--- config.mk ---
export PLATFORM = sky130hd
export DESIGN_NAME = keypad_scanner
export DESIGN_NICKNAME = d
export VERILOG_FILES = /design/src/rtl/keypad_scanner_pkg.sv /design/src/rtl/keypad_scanner_sync2.sv /design/src/rtl/keypad_scanner.sv
export SDC_FILE = /design/constraint.sdc
export NUM_CORES = 1
export LEC_CHECK = 0
export ABC_AREA = 1
export BUFFER_PORTS_ARGS = -buffer_cell sky130_fd_sc_hd__buf_2
export CORE_MARGIN = 8
export CORE_UTILIZATION = 55
export CTS_BUF_LIST = sky130_fd_sc_hd__clkbuf_8
export DETAILED_ROUTE_END_ITERATION = 8
export PLACE_DENSITY_LB_ADDON = 0.3
export SYNTH_ARGS = -nofsm -noshare
export SYNTH_HDL_FRONTEND = slang
export SYNTH_SLANG_ARGS = --single-unit
--- constraint.sdc ---
create_clock -name clk -period 4.6 [get_ports clk]
set_input_delay 0.23 -clock clk [delete_from_list [all_inputs] [get_ports clk]]
set_output_delay 0.23 -clock clk [all_outputs]
set_load 0.01 [all_outputs]
--- src/rtl/keypad_scanner_pkg.sv ---
// Shared definitions for the keypad scanner: key codes, the row/column key map
// and the scanner state encoding.
package keypad_scanner_pkg;

   localparam logic [3:0] KEY_A = 4'd10;
   localparam logic [3:0] KEY_B = 4'd11;
   localparam logic [3:0] KEY_C = 4'd12;
   localparam logic [3:0] KEY_D = 4'd13;
   localparam logic [3:0] KEY_E = 4'd14;
   localparam logic [3:0] KEY_F = 4'd15;

   // Indexed as KEYMAP[row][col]; '*' maps to E and '#' maps to F.
   localparam logic [3:0] KEYMAP [0:3][0:3] = '{
      '{4'd1, 4'd2, 4'd3, KEY_A},
      '{4'd4, 4'd5, 4'd6, KEY_B},
      '{4'd7, 4'd8, 4'd9, KEY_C},
      '{KEY_E, 4'd0, KEY_F, KEY_D}
   };

   typedef enum logic [1:0] {
      SCAN     = 2'd0,
      DEBOUNCE = 2'd1,
      RELEASE  = 2'd2
   } state_e;

endpackage

--- src/rtl/keypad_scanner_sync2.sv ---
// Generic two-flop synchroniser for signals arriving asynchronously to clk.
// RST_VAL sets the idle level the flops hold while in reset.
module keypad_scanner_sync2 #(
   parameter int             W       = 1,
   parameter logic [W-1:0]   RST_VAL = '0
) (
   input  logic         clk,
   input  logic         rstn,
   input  logic [W-1:0] d,
   output logic [W-1:0] q
);

   logic [W-1:0] meta_q;
   logic [W-1:0] sync_q;

   always_ff @(posedge clk or negedge rstn) begin
      if (!rstn) begin
         meta_q <= RST_VAL;
         sync_q <= RST_VAL;
      end else begin
         meta_q <= d;
         sync_q <= meta_q;
      end
   end

   assign q = sync_q;

endmodule

--- src/rtl/keypad_scanner.sv ---
// 4x4 matrix keypad scanner: rotates one active-low column per dwell, debounces
// a single-key press and its release, and emits one Value_en pulse per press.
module keypad_scanner
   import keypad_scanner_pkg::*;
#(
   parameter int SCAN_DIV       = 1000,
   parameter int DEBOUNCE_TICKS = 20
) (
   input  logic       clk,
   input  logic       rstn,
   input  logic [3:0] row_in,
   output logic [3:0] col_out,
   output logic       Value_en,
   output logic [3:0] KEY_Value,
   output logic       key_held
);

   localparam int DIV_W = $clog2(SCAN_DIV);
   localparam int CNT_W = $clog2(DEBOUNCE_TICKS + 1);

   logic [3:0]       rs;
   logic [DIV_W-1:0] div_q, div_d;
   state_e           state_q, state_d;
   logic [1:0]       col_q, col_d;
   logic [1:0]       row_q, row_d;
   logic [CNT_W-1:0] cnt_q, cnt_d;
   logic             value_en_q, value_en_d;
   logic [3:0]       key_q, key_d;
   logic             held_q, held_d;

   logic             tick;
   logic             sample_valid;
   logic [1:0]       sample_row;
   logic             match;
   logic             all_up;
   logic [CNT_W-1:0] cnt_inc;
   logic             capture, accept, rotate, released;

   keypad_scanner_sync2 #(.W(4), .RST_VAL(4'b1111)) u_row_sync (
      .clk  (clk),
      .rstn (rstn),
      .d    (row_in),
      .q    (rs)
   );

   assign tick         = (div_q == DIV_W'(SCAN_DIV - 1));
   assign sample_valid = $onehot(~rs);
   assign match        = sample_valid && (sample_row == row_q);
   assign all_up       = (rs == 4'b1111);
   assign cnt_inc      = cnt_q + 1'b1;

   always_comb begin
      sample_row = 2'd0;
      for (int i = 0; i < 4; i++) begin
         if (!rs[i]) sample_row = 2'(i);
      end
   end

   always_ff @(posedge clk or negedge rstn) begin
      if (!rstn) begin
         div_q      <= '0;
         state_q    <= SCAN;
         col_q      <= 2'd0;
         row_q      <= 2'd0;
         cnt_q      <= '0;
         value_en_q <= 1'b0;
         key_q      <= 4'd0;
         held_q     <= 1'b0;
      end else begin
         div_q      <= div_d;
         state_q    <= state_d;
         col_q      <= col_d;
         row_q      <= row_d;
         cnt_q      <= cnt_d;
         value_en_q <= value_en_d;
         key_q      <= key_d;
         held_q     <= held_d;
      end
   end

   // Next-state: the column only rotates on ticks that leave or stay in SCAN.
   always_comb begin
      state_d  = state_q;
      capture  = 1'b0;
      accept   = 1'b0;
      rotate   = 1'b0;
      released = 1'b0;
      if (tick) begin
         unique case (state_q)
            SCAN: begin
               if (sample_valid) begin
                  capture = 1'b1;
                  if (DEBOUNCE_TICKS == 1) begin
                     accept  = 1'b1;
                     state_d = RELEASE;
                  end else begin
                     state_d = DEBOUNCE;
                  end
               end else begin
                  rotate = 1'b1;
               end
            end
            DEBOUNCE: begin
               if (!match) begin
                  rotate  = 1'b1;
                  state_d = SCAN;
               end else if (cnt_inc == CNT_W'(DEBOUNCE_TICKS)) begin
                  accept  = 1'b1;
                  state_d = RELEASE;
               end
            end
            RELEASE: begin
               if (all_up && (cnt_inc == CNT_W'(DEBOUNCE_TICKS))) begin
                  released = 1'b1;
                  rotate   = 1'b1;
                  state_d  = SCAN;
               end
            end
            default: state_d = SCAN;
         endcase
      end
   end

   always_comb begin
      div_d      = tick ? '0 : div_q + 1'b1;
      col_d      = rotate ? col_q + 2'd1 : col_q;
      row_d      = capture ? sample_row : row_q;
      cnt_d      = cnt_q;
      if (tick) begin
         unique case (state_q)
            SCAN:     cnt_d = capture ? CNT_W'(1) : '0;
            DEBOUNCE: cnt_d = match ? cnt_inc : '0;
            RELEASE:  cnt_d = all_up ? cnt_inc : '0;
            default:  cnt_d = '0;
         endcase
      end
      if (accept || released) cnt_d = '0;
      value_en_d = accept;
      key_d      = accept ? KEYMAP[sample_row][col_q] : key_q;
      held_d     = accept ? 1'b1 : (released ? 1'b0 : held_q);
   end

   assign col_out   = ~(4'b0001 << col_q);
   assign Value_en  = value_en_q;
   assign KEY_Value = key_q;
   assign key_held  = held_q;

endmodule

==> results.cfg <==
[yosys]
synth.most_common_cell = nand2_1
synth-edff-count = 0
syn-instance-count = 240
syn-cell-area_mm2 = 0.001948
synth_xor_area_share_pct = 0.4496
synthAdderAreaFrac_pct = 7.450
synth_fp_nets = 257
yosysWarnings = 0
yosysTopAreaCell = dfrtp_1
synth_top_family_by_area = simple AND/OR/NAND/NOR gates
ys_dominant_reg_cell = dfrtp_1
synth_cell_type_count = 29
synth-simple-area-share_pct = 29.35
synth_seq_cells = 35
synth.cells.most_frequent = 56 x nand2_1, 43 x inv_1, 27 x dfrtp_1
async_flop_share_pct = 100.0
yosysSeqAreaShare_pct = 45.47
syn_avg_cell_area_um2 = 8.117
synth_compound_area_share_pct = 7.514
synthMuxAreaShare_pct = 0
yosys-top-cells-area = dfrtp_1 35%, dfstp_2 11%, nand2_1 11%
synth.top_cell.area_share_pct = 34.68

[timing]
period_share_pct = 51.84
finalCriticalPeriod_ns = 2.384
clock.fmax_mhz = 419.4
finalHoldViolCount = 0
setup_violations = 0
setup_tns_ns = 0
worst_clock_skew_ns = 0.008024
worstMarginPinSlew_ns = 0.7365
rsz0062_at_grt = false
slew_headroom_pct = 50.90
slew_violations = 0

[clocking]
cts.reportedPaths.clkPinSlew_ns = 0.07
clk_latency_ns = 0.28
clkSinkCount = 35
clockRootBuffer = clkbuf_8
holdBufCountCts = 0
postCtsSetupBuffers = 0
cts_tree = built
ctsResizeCount = 0
htree_levels = 2
cts_buffers = 5
cts_buffer_depth = 2

[layout]
n_antenna_cell = 0
nFillCells = 308
fin_nets = 279
flow.area_growth_from_synthesis_pct = 12.85
drive_gt1_share_pct = 20.91

[detailed_routing]
viasPerCell = 5.039
drt-initial-drc-count = 88
drtPass1Iterations = 4
drcViolationCount = 0
ant_nets = 0
drt-total-wl_um = 3557
wire_per_inst_um = 11.51
num_vias = 1557

[hold_path]
hp-class = in -> async

[grt]
grt_pass1_wl_um = 6141
grt.total_usage_pct = 14.10
grt_pass1_vias = 1421
grt_start_max_net_pins = 36
antenna_found_initial = 0
met1_usage_pct = 17.32
grt_remaining_overflow = 0
grtUsageMet2_pct = 23.11
grt_busiest_layer = met2
use_met3_pct = 3.026

[worst_setup_path]
critPathBufInv = 4
critPathMaxFanout = 10
regToRegSetupSlack_ns = 2.22
worstPathCellList = fa_1 -> inv_1 -> ha_1 -> ha_1 -> inv_1 -> nand2_1 -> nor2_4 -> nand3_2 -> clkinv_2 -> nand2_4 -> o21ai_1 -> inv_1
worst_ep_required_time_ns = 4.77
critPathCaptureType = flop
crit_path_frequent_cell = inv_1
cp_slowest_cell = dfstp_2
cp_top_family = adder cells
cp_data_arrival_time_ns = 2.56
crit_path_start_kind = flop
crit_type = reg -> reg
critPathMaxStageDelay_ns = 0.62

[place]
io_buffers = 15
post-dp-hpwl_um = 2678
gp_congestion = 0.8599

[floorplan]
rows = 21
pin_count = 16
fp.dieArea_mm2 = 0.005703
core_mm2 = 0.003363
start_util_pct = 57.92
die_h_um = 75.52
chipWidth_um = 75.52

[flow_run]
drv_cap = 0

[status]
status = finished clean

[power_and_ir_drop]
powerDensity_mw_per_mm2 = 288.4
p_leak_nw = 1.181
ir_drop_v = 0.0004315
power_mw = 0.6341
==> report_power, final <==
group          switching [mW]  internal (mW)
sequential            0.00369          0.314
clock                   0.108          0.175
combinational          0.0228         0.0104
total                   0.134          0.500
==> cell usage in the layout (no fill, tap or decap), drive strengths merged <==
master and instances:
dfstp 8, nand3 19, o31ai 1, xor2 1, buf 15, bufinv 1, dfrtp 27, a21oi 7
clkbuf 6, a22oi 1, clkinv 2, o21ai 14, ha 10, o22ai 2, nor2 21, inv 48
nand4 7, fa 1, nor3 4, or2 1, nand2 66, a31oi 1
==> routing by layer <==
metal,vias up,wire length [um]
li1,804,-
met1,718,1672
met2,30,1680
met3,5,138
met4,0,65
met5,-,0
==> flip-flops by register name, summed over array words and instances (netlist names) <==
signal,cells
div_q,10
u_row_sync.q,4
cnt_q,5
KEY_Value,4
u_row_sync.meta_q,4
row_q,2
Value_en,1
state_q,2
key_held,1
col_q,2
==> kinds of logic after synthesis <==
| kind of cell | after synthesis |
|---|---|
| and+or+nand+nor | 118 |
| buffers and inverters | 49 |
| DFF | 35 |
| AOI/OAI and AO/OA | 26 |
| adders and majority gates | 11 |
| xor gates and xnor gates | 1 |
==> final timing paths <==
| path | startpoint | cells past startpoint | to |
|---|---|---|---|
| min reg2reg | u_row_sync.meta_q[0] | 0 | u_row_sync.q[0] |
| min in group clk | row_in[0] | 1 | u_row_sync.meta_q[0] |
| max reg2reg | u_row_sync.q[3] | 12 | KEY_Value[0] |
| min | rstn | 1 | state_q[1] |
| max in group asynchronous | rstn | 1 | KEY_Value[2] |
| max | u_row_sync.q[3] | 12 | KEY_Value[0] |
==> per-stage QoR <==
step	setup slack (ns)	utilization, %	hold WS, ns	cell area (um^2)	cells
after floorplan	2.402	-	-0.06559	1948	240
after global placement	2.300	61.87	0.3345	2081	301
after detailed placement	2.219	61.87	0.3367	2081	301
after CTS	2.201	65.36	0.01745	2198	309
after global routing	2.036	65.36	0.02577	2198	309
final	2.216	65.36	0.004936	2198	309
==> area by class of cell <==
cell class,count,area (um^2),share of cell area [%]
flip-flops and latches,35,885.9,40.30
multi-input cells,156,872.1,39.67
inverters,49,190.2,8.651
clock buffers,6,82.58,3.756
repair buffers,15,75.07,3.415
well taps,46,57.56,2.618
clock inverters,2,35.03,1.594
Note: power is estimated with default switching activity, not from simulation.
